## src/rtl/fft_pkg.sv

```systemverilog
// Shared types and address helpers for the radix-2 FFT sequencer.
package fft_pkg;

    typedef enum logic [1:0] {IDLE, LOAD, COMPUTE, UNLOAD} state_t;

    // Rotate the low n2 bits of value left by amount.
    function automatic logic [31:0] rotl(input logic [31:0] value, input int amount, input int n2);
        logic [31:0] w_mask;
        w_mask = (32'd1 << n2) - 32'd1;
        return (((value & w_mask) << amount) | ((value & w_mask) >> (n2 - amount))) & w_mask;
    endfunction

    // Top 'level' bits of an (n2-1)-bit field; level 0 gives 0.
    function automatic logic [31:0] twiddle_mask(input int level, input int n2);
        return ((32'd1 << level) - 32'd1) << (n2 - 1 - level);
    endfunction

    function automatic logic [31:0] bitrev(input logic [31:0] value, input int n2);
        logic [31:0] r;
        r = '0;
        for (int b = 0; b < 32; b++)
            if (b < n2) r[b] = value[n2 - 1 - b];
        return r;
    endfunction

endpackage

```

## src/rtl/fft_ctrl_adrgen.sv

```systemverilog
// Butterfly address generator: (level, fly) -> operand pair addresses and twiddle index.
// Purely combinational; the caller registers the addresses for the execute stage.
module fft_ctrl_adrgen
    import fft_pkg::*;
#(
    parameter int N_2 = 5
) (
    input  logic [N_2-1:0] i_level,
    input  logic [N_2-2:0] i_fly,
    output logic [N_2-1:0] o_adra,
    output logic [N_2-1:0] o_adrb,
    output logic [N_2-2:0] o_twiddleadr
);
    localparam int TW = N_2 - 1;

    logic [31:0] w_base;
    logic [31:0] w_mask;

    assign w_base       = {{(32-N_2){1'b0}}, i_fly, 1'b0};
    assign w_mask       = twiddle_mask(int'(i_level), N_2);
    assign o_adra       = N_2'(rotl(w_base, int'(i_level), N_2));
    assign o_adrb       = N_2'(rotl(w_base | 32'd1, int'(i_level), N_2));
    assign o_twiddleadr = TW'(w_mask) & i_fly;

endmodule

```

## src/rtl/fft_ctrl.sv

```systemverilog
// Sequencer for the in-place radix-2 FFT: bit-reversed LOAD, ping-pong COMPUTE, natural-order UNLOAD.
// Owns all RAM addresses, write enables, bank select and twiddle address.
module fft_ctrl
    import fft_pkg::*;
#(
    parameter int N_2 = 5
) (
    input  logic           clk,
    input  logic           reset_n,
    input  logic           start,
    output logic           busy,
    output logic           done,
    input  logic           sample_valid,
    output logic           sample_ready,
    output logic           load_mode,
    output logic           we0,
    output logic [N_2-1:0] adr0a,
    output logic [N_2-1:0] adr0b,
    output logic           we1,
    output logic [N_2-1:0] adr1a,
    output logic [N_2-1:0] adr1b,
    output logic           rdsel,
    output logic [N_2-2:0] twiddleadr,
    output logic           out_valid,
    input  logic           out_ready,
    output logic           out_last
);
    localparam int             N           = 1 << N_2;
    localparam logic [N_2-1:0] IDX_LAST    = N_2'(N - 1);
    localparam logic [N_2-1:0] FLY_FLUSH   = N_2'(N / 2);
    localparam logic [N_2-1:0] LEVEL_LAST  = N_2'(N_2 - 1);
    localparam logic           RDSEL_FINAL = 1'(N_2 % 2);

    state_t         r_state;
    logic [N_2-1:0] r_idx;
    logic [N_2-1:0] r_level;
    logic [N_2-1:0] r_fly;
    logic           r_ex_vld;
    logic [N_2-1:0] r_ex_adra;
    logic [N_2-1:0] r_ex_adrb;

    logic [N_2-1:0] w_adra;
    logic [N_2-1:0] w_adrb;
    logic [N_2-2:0] w_twiddleadr;
    logic [N_2-1:0] w_bitrev;

    fft_ctrl_adrgen #(.N_2(N_2)) u_adrgen (
        .i_level      (r_level),
        .i_fly        (r_fly[N_2-2:0]),
        .o_adra       (w_adra),
        .o_adrb       (w_adrb),
        .o_twiddleadr (w_twiddleadr)
    );

    assign w_bitrev = N_2'(bitrev({{(32-N_2){1'b0}}, r_idx}, N_2));

    always_ff @(posedge clk or negedge reset_n) begin
        if (!reset_n) begin
            r_state   <= IDLE;
            r_idx     <= '0;
            r_level   <= '0;
            r_fly     <= '0;
            r_ex_vld  <= 1'b0;
            r_ex_adra <= '0;
            r_ex_adrb <= '0;
        end else begin
            case (r_state)
                IDLE: begin
                    if (start) begin
                        r_state <= LOAD;
                        r_idx   <= '0;
                    end
                end
                LOAD: begin
                    if (sample_valid) begin
                        r_idx <= r_idx + 1'b1;
                        if (r_idx == IDX_LAST) begin
                            r_state  <= COMPUTE;
                            r_level  <= '0;
                            r_fly    <= '0;
                            r_ex_vld <= 1'b0;
                        end
                    end
                end
                COMPUTE: begin
                    // Fly count N/2 is the flush slot: it only retires the last issued fly.
                    r_ex_vld  <= (r_fly != FLY_FLUSH);
                    r_ex_adra <= w_adra;
                    r_ex_adrb <= w_adrb;
                    if (r_fly == FLY_FLUSH) begin
                        r_fly <= '0;
                        if (r_level == LEVEL_LAST) begin
                            r_state <= UNLOAD;
                            r_idx   <= '0;
                        end else begin
                            r_level <= r_level + 1'b1;
                        end
                    end else begin
                        r_fly <= r_fly + 1'b1;
                    end
                end
                UNLOAD: begin
                    if (out_ready) begin
                        r_idx <= r_idx + 1'b1;
                        if (r_idx == IDX_LAST) r_state <= IDLE;
                    end
                end
                default: r_state <= IDLE;
            endcase
        end
    end

    always_comb begin
        busy         = (r_state != IDLE);
        done         = 1'b0;
        sample_ready = 1'b0;
        load_mode    = 1'b0;
        we0          = 1'b0;
        adr0a        = '0;
        adr0b        = '0;
        we1          = 1'b0;
        adr1a        = '0;
        adr1b        = '0;
        rdsel        = 1'b0;
        twiddleadr   = '0;
        out_valid    = 1'b0;
        out_last     = 1'b0;
        case (r_state)
            LOAD: begin
                sample_ready = 1'b1;
                load_mode    = 1'b1;
                we0          = sample_valid;
                adr0a        = w_bitrev;
                adr0b        = w_bitrev ^ N_2'(1);
            end
            COMPUTE: begin
                adr0a      = r_ex_adra;
                adr0b      = r_ex_adrb;
                adr1a      = r_ex_adra;
                adr1b      = r_ex_adrb;
                rdsel      = r_level[0];
                // Results land in the bank not being read this level.
                we0        = r_ex_vld & r_level[0];
                we1        = r_ex_vld & ~r_level[0];
                twiddleadr = (r_fly != FLY_FLUSH) ? w_twiddleadr : '0;
            end
            UNLOAD: begin
                rdsel     = RDSEL_FINAL;
                adr0a     = r_idx;
                adr1a     = r_idx;
                out_valid = 1'b1;
                out_last  = (r_idx == IDX_LAST);
                done      = out_ready & (r_idx == IDX_LAST);
            end
            default: ;
        endcase
    end

endmodule
```

## config.mk

```make
export PLATFORM = sky130hd
export DESIGN_NAME = fft_ctrl
export DESIGN_NICKNAME = d
export VERILOG_FILES = /design/src/rtl/fft_pkg.sv /design/src/rtl/fft_ctrl_adrgen.sv /design/src/rtl/fft_ctrl.sv
export SDC_FILE = /design/constraint.sdc
export NUM_CORES = 1
export LEC_CHECK = 0
export ABC_CLOCK_PERIOD_IN_PS = 2890
export CAP_MARGIN = 20
export CORE_ASPECT_RATIO = 0.75
export CORE_MARGIN = 2
export CORE_UTILIZATION = 30
export DETAILED_ROUTE_END_ITERATION = 10
export GPL_ROUTABILITY_DRIVEN = 0
export GPL_TIMING_DRIVEN = 0
export MAX_ROUTING_LAYER = met4
export PLACE_DENSITY = 0.51
export SLEW_MARGIN = 25
export SYNTH_ARGS = -nofsm -noshare
export SYNTH_HDL_FRONTEND = slang
export SYNTH_SLANG_ARGS = --single-unit
```

## constraint.sdc

```tcl
create_clock -name clk -period 2.89 [get_ports clk]
set_input_delay 0.578 -clock clk [delete_from_list [all_inputs] [get_ports clk]]
set_output_delay 0.578 -clock clk [all_outputs]
set_load 0.05 [all_outputs]
```

## Yosys cells after proc, flatten, opt, wreduce, memory -nomap -nowiden

Cells that the tools add are included.

- Add/subtract/negate cells: 6
- Muxes and demuxes: 37
- Bitwise operators: 8
- Shift-type cells: 6
- Reduce and logical (&&, ||, !) cells: 7
- Eq/ne operators: 15

Operators with widths:

| operator | number |
|---|---|
| >> shifter 5 x 32 -> 5 bit | 2 |
| 2-to-1 mux 5 bit | 11 |
| one-hot mux 5 bit (2 select lines) | 4 |
| left shift 1 x 5 -> 32 bit (first input constant) | 1 |
| left shift 32 x 32 -> 4 bit | 1 |
| subtractor 32 x 1 -> 32 bit (second input constant) | 1 |
| one-hot mux 5 bit (4 select lines) | 1 |
| inequality test 2 bit (second input constant) | 8 |
| adder 5 x 1 -> 5 bit (second input constant) | 3 |
| one-hot mux 5 bit (3 select lines) | 1 |
| 2-to-1 mux 2 bit | 7 |
| subtractor 3 x 5 -> 6 bit (first input constant) | 2 |
| equality test 5 bit (second input constant) | 2 |
| OR 5 bit | 2 |
| AND reduction 5 bit | 2 |
| left shift 5 x 5 -> 5 bit | 2 |
| 2-to-1 mux 4 bit | 2 |
| one-hot mux 2 bit (4 select lines) | 1 |
| 2-to-1 mux 1 bit | 7 |
| AND reduction 7 bit | 1 |
| one-hot mux 1 bit (2 select lines) | 3 |
| equality test 5 x 3 -> 1 bit (second input constant) | 1 |
| inequality test 5 bit (second input constant) | 1 |
| bitwise AND 4 bit | 1 |
| 7 further kinds | 12 |

- Word-level logic and storage cells: 86
- Input bits: 5
- Output and inout bits: 33
- Register bits: 28

## Depth between registers and ports, before layout

- Depth in word-level cells: 6
- Depth in mapped cells: 10
- Gate-level depth less buffers: 8

## Modules after synthesis

Synthesis repeated with hierarchy kept, for this count alone.

- Cell total of the unflattened synthesis: 267
- Area, all modules: 2314.7 sq um

Modules (own cells, without submodules):

| module | instances | sequential area each (sq um) | cells an instance | area each (sq um) |
|---|---|---|---|---|
| fft_ctrl | 1 | 700.7 | 182 | 1735.4 |
| fft_ctrl_adrgen | 1 | 0.0 | 85 | 579.3 |

## Worst setup path before layout

Ideal clock, no wire load.

- Path kind: register to output
- From: reg r_level[1]
- To: out twiddleadr[1]
- Arrival time: 3.557 ns
- Required time: 2.312 ns
- Cell stages (with the launch flop): 10
- Path slack: -1.245 ns
- Buffers on the path: 2
- Path through: dfrtp_1 buf_2 buf_1 inv_1 ha_1 ha_1 nand2_1 ha_1 mux2i_1 nor4b_1

- Cells in the longest elaborated chain, start to end: 6

RTL lines:

| what | RTL line | source |
|---|---|---|
| start, declared | fft_ctrl.sv:36 | `logic [N_2-1:0] r_level;` |
| start signal, assigned | fft_ctrl.sv:96 | `r_level <= r_level + 1'b1;` |
| left shift 1 x 5 -> 32 bit | fft_pkg.sv:15 | `return ((32'd1 << level) - 32'd1) << (n2 - 1 - level);` |
| subtractor 32 x 1 -> 32 bit | fft_pkg.sv:15 |  |
| left shift 32 x 32 -> 4 bit (*) | fft_pkg.sv:15 |  |
| bitwise AND 4 bit (*) | fft_ctrl_adrgen.sv:23 | `assign o_twiddleadr = TW'(w_mask) & i_fly;` |
| 2-to-1 mux 4 bit (*) | fft_ctrl.sv:145 | `twiddleadr = (r_fly != FLY_FLUSH) ? w_twiddleadr : '0;` |
| 2-to-1 mux 4 bit (*) | fft_ctrl.sv:128 | `case (r_state)` |
| end, declared | fft_ctrl.sv:23 | `output logic [N_2-2:0] twiddleadr,` |

Mark *: on every way between the ends. The rest lies on a longest branch, timed or not.

## Final worst setup path

- From: reg r_level[1]
- To: out twiddleadr[3]

The elaborated chain is that of the path after synthesis.

==> run_results.csv <==
group,metric,value,unit
sta,totalNegativeSetupSlack,0,ns
sta,max_slew_margin,55.1,%
routing,wl_per_cell,16.5,um
routing,ant_nets,0,
placed_design,dp_slack,-0.801,ns
routing,drt-initial-drc-count,81,
min_path,hp-class,"in2async",
critical_path,critPathLaunchType,"flip-flop",
logic_synthesis,syn-cell-area,2270,sq um
clock_tree,clock_latency,0.27,ns
logic_synthesis,ys_seq_area_share,30.8,%
logic_synthesis,yosysTopAreaCell,"dfrtp_1",
routing,drtPass1Iterations,4,
routing,vias,2178,
sta,finalSetupViolCount,0,
cells_and_area,num_antenna_cells,0,
clock_tree,clockBufferDepth,2,
logic_synthesis,synth_top_area_share,30.8,%
die,io_pins,38,
die,die_area,8290,sq um
critical_path,reg2reg_from,"r_idx[0]$_DFFE_PN0P_",
clock_tree,cts-htree-levels,1,
clock_tree,clk_pin_slew_worst_paths,0.09,ns
grt,grt.overflow.total,0,
logic_synthesis,synth_cell_types,61,
grt,antenna_found_initial,0,
critical_path,r2r-end,"r_fly[0]$_DFFE_PN0P_",
sta,finalMaxSlewViolations,0,
clock_tree,cts_buffers,3,
die,fp.dieH,79.4,um
routing,routed_wl,6870,um
critical_path,crit_fanout,6,
grt,grt_pass1_wl,11400,um
die,coreArea,7330,sq um
grt,grt_max_degree,29,
cells_and_area,drive_above_1_share,25.7,%
critical_path,crit_required,2.31,ns
clock_tree,cts_sinks,28,
flow_run,drv_cap,0,
sta,rsz0062_at_grt,"yes",
clock_tree,cts_tree,"done",
sta,worst_pin_slew,0.673,ns
sta,max_freq,0.351,GHz
routing,drc_errors,0,
clock_tree,clockRootBuffer,"clkbuf_8",
sta,fin_crit,2.85,ns
logic_synthesis,synthTopCellsByCount,"nor2_1, dfrtp_1, a21oi_1",
die,die_x,104,um
placed_design,portBuffers,37,
logic_synthesis,avgSynthCellArea,8.61,sq um
sta,hold_viol_final,0,
grt,grt_pass1_vias,2084,
critical_path,startpoint,"r_level[1]$_DFFE_PN0P_",
critical_path,crit_type,"reg2out",
critical_path,arrival,2.27,ns
grt,grt_usage,17.9,%
die,row_count,27,
logic_synthesis,async_flop_share,100,%
logic_synthesis,synth.most_common_cell,"nor2_1",
logic_synthesis,ys_seq_elements,28,
logic_synthesis,synth_area_leaders,"dfrtp_1, ha_1, nor2_1",
cells_and_area,areaGrowthSynthToFinish,36.5,%
critical_path,critPathCaptureType,"primary output",
sta,worst_clock_skew,0.00330,ns
die,initial_core_util,31.0,%
sta,worst_slack,0.0406,ns
placed_design,hpwl,5180,um
logic_synthesis,yosys_warnings,0,
logic_synthesis,synthFlopType,"dfrtp_1",
cells_and_area,nets,340,
logic_synthesis,synth_cells,264,
critical_path,reg2reg_slack,0.35,ns
routing,viasPerCell,5.24,
logic_synthesis,synth-edff-count,0,
run_status,status,"complete, no violations",
critical_path,r2r_cells,7,
logic_synthesis,syn-num-nets,288,
sta,period_share,98.6,%
kinds of logic (layout without fill, tap and decap cells):
kind of cell,count (synthesis),in the layout,synth area share [%]
xor gates and xnor gates,3,3,1.16
and+or+nand+nor,93,93,22.1
AOI/OAI and AO/OA,83,83,25.1
buffers and inverters,28,79,5.12
DFF,28,28,30.8
muxes,10,10,5.23
adders and majority gates,19,19,10.5
stage by stage:
step	hold WS (ns)	instance area (sq um)	utilization (%)	std cells
floorplan	0.282	2390	-	264
global placement	0.483	2890	39.4	402
detailed placement	0.488	2880	39.3	402
CTS	0.339	3030	41.4	410
global route	0.362	3100	42.3	416
finish	0.309	3100	42.3	416
state kept, by name (all words and copies together) (netlist names):
signal,cells
r_level,5
r_ex_vld,1
r_ex_adra,5
r_fly,5
r_ex_adrb,5
r_idx,5
r_state,2
worst max-delay path by stage:
stage | cells past startpoint | endpoint | slack (ns)
finish | 10 | twiddleadr[3] | 0.04
global route | 10 | twiddleadr[3] | -0.05
CTS | 10 | twiddleadr[3] | -0.0005
detailed placement | 10 | twiddleadr[3] | -0.80
global placement | 10 | twiddleadr[3] | -0.80
floorplan | 10 | twiddleadr[3] | 0.005
final cells by class:
class / count / area [sq um]
fillers: 768 / 4230
inverters: 14 / 70.1
well taps: 101 / 126
clock buffers: 4 / 55.1
repair buffers: 48 / 430
multi-input cells: 208 / 1610
plain buffers: 13 / 108
flip-flops and latches: 28 / 706
repair_timing:
action / CTS / global route
setup buffers: 5 / 6
gates resized for setup: 94 / 32
endpoints found under the setup margin: 26 / 23
endpoints found under the hold margin: 0 / 0
pin swaps: 3 / 3
hold buffers: 0 / 0
layer usage:
layer  part of all wire [%]  GRT usage [%]
met3                    3.0           3.02
met1                     53           26.4
met4                   0.22           1.62
met2                     44           26.6
met5                      0              -
worst max-delay path, stage by stage, from the launching register on:
cell       delay (ns)
dfrtp_2          0.45
buf_12           0.14
inv_6            0.06
ha_4             0.15
ha_4             0.13
nand2_2          0.06
ha_4             0.26
mux2i_4          0.15
o2111ai_2        0.17
a221oi_4         0.22
buf_6            0.19
placed cells by master, fill, tap and decap left out, types with 8 or more instances in the layout:
master and n:
nor2_1 28, o21ai_0 11, buf_4 13, inv_1 10
nand2_1 11, nand3_1 8, dfrtp_1 24, ha_1 16
o21ai_1 8, a21oi_1 22
Power is left out: the tool's default activity adds up to more than one toggle a clock period on the data nets, which glitch-free logic cannot reach.
==> RTL edit: new RTL, same settings <==
The 4 states of `state_t` get a Gray code encoding in 2 bits.
--- a/src/rtl/fft_pkg.sv
+++ b/src/rtl/fft_pkg.sv
@@ -2,5 +2,5 @@
 package fft_pkg;
 
-    typedef enum logic [1:0] {IDLE, LOAD, COMPUTE, UNLOAD} state_t;
+    typedef enum logic [1:0] {IDLE = 2'b00, LOAD = 2'b01, COMPUTE = 2'b11, UNLOAD = 2'b10} state_t;
 
     // Rotate the low n2 bits of value left by amount.
Function: same outputs for any inputs over 10 cycles, from zero or initial values and one cycle with reset_n low; not proved beyond that.
==> RTL edit against the original RTL <==
  * Sequential cell count did not move
  * Design area rose by 0.73%
  * Fmax rose by 1.4%
  * Setup slack improved by 0.039 ns
  * Routed wire length rose by 4.1%
  * Cell count rose by 0.24%
  * Synthesized area rose by 3.5%
  * Worst hold slack got worse by 0.25 ns
  * Largest cell class unchanged
==> RTL edit: results (changes against the original RTL) <==
clock latency on the worst-skew pair 0.29 ns (+0.02 ns); Final nets 341 (+0.29%); Final Cell Area 0.003123 mm² (+0.73%); CTS clk-pin slew, worst paths 0.12 ns (+0.03 ns); worst r2r dst r_level[0]; Critical Path AT 2.23 ns (-0.04 ns); post-detail-place hpwl 5291 µm (+2.1%); gr usage total 17.38% (-0.51 points); seq pwr 686 µW; crit path launch r_level[0]; actual slew at the worst max-slew pin 0.7414 ns (+0.06854 ns); largest net degree at the start of global routing 27 (-6.9%); Setup Skew 0.01284 ns (+0.009547 ns); sequential area share after synthesis 29.79% (-1.0 points); pre-CTS WS -0.8010 ns (+0.0004730 ns); post-placement cell area 0.002885 mm² (+0.17%); CP max FO 8 (+2); status complete, no violations; Fillers 755 (-1.7%); Post-Syn Instances 268 (+1.5%); NetSw 1939 µW; top cells by area, synth dfrtp_1, ha_1, nor2_1; post-placement cell count 407 (+1.2%); DR WL/cell 17.16 µm (+3.9%); layout cells sized above 1 26.27% (+0.55 points); Synth top cells by count dfrtp_1, nor2_1, ha_1; Layout Cells excl Fill 417 (+0.24%); first-pass GRT wire length 11430 µm (-0.12%); First DRT Iteration DRCs 146 (+80%); 1st-pass router iterations 4 (unchanged); post-synth net total 292 (+1.4%); reg2reg setup slack 0.37 ns (+0.02 ns); f_max 0.3558 GHz (+1.4%); hold slack 0.06377 ns (-0.2455 ns); vias in the first global route 2148 (+3.1%); vias after detailed routing 2244 (+3.0%); Yosys cell types 61 (unchanged)
RTL edit: cell types whose count changed after synthesis, sizes merged, moves of 4 or more:
cell	delta
nand3	+5
o21ai	-7
buf	-4
nor2	-11
a21oi	-7
clkbuf	+7
RTL edit: worst max path at each step:
stage | to | cells past startpoint
3_5_place_dp | twiddleadr[3] | 10
2_1_floorplan | twiddleadr[2] | 9
6_report | twiddleadr[3] | 9
5_1_grt | twiddleadr[3] | 10
4_1_cts | twiddleadr[3] | 8
3_3_place_gp | twiddleadr[3] | 10
RTL edit: worst max-delay path: stages, from the launching register on:
cell	delay, ns
dfrtp_2	0.50
inv_4	0.16
ha_4	0.18
ha_4	0.15
buf_4	0.11
nor3_1	0.04
or4_1	0.48
nand3_2	0.10
a21oi_2	0.05
buf_6	0.16
RTL edit: kinds of logic after synthesis:
kind of cell / count (synthesis) / synth area share, %
and+or+nand+nor: 101 / 24.52
DFF: 28 / 29.79
AOI/OAI and AO/OA: 76 / 23.35
adders and majority gates: 19 / 10.11
xor gates and xnor gates: 2 / 0.7448
buffers and inverters: 31 / 5.638
muxes: 11 / 5.851
RTL edit: per-layer routing:
metal	global-route usage [%]	share of wire [%]
met4	2.763	0.57
met3	3.734	6.8
met2	24.23	42
met1	25.87	51
met5	-	0
RTL edit: final cells by class:
cell class / count / share of cell area, %
Sequential cell: 28 / 22.68
Inverter: 14 / 2.003
Timing Repair Buffer: 46 / 14.10
Tap cell: 101 / 4.046
Clock inverter: 1 / 0.9615
Buffer: 15 / 3.125
Clock buffer: 3 / 1.322
Multi-Input combinational cell: 209 / 51.76
RTL edit: repair_timing:
item | in CTS | in global routing
buffers inserted | 1 | 7
setup endpoints to repair | 29 | 27
gates resized for setup | 78 | 38
pin swaps | 0 | 2
hold buffers | 0 | 0
cloned | 0 | 0
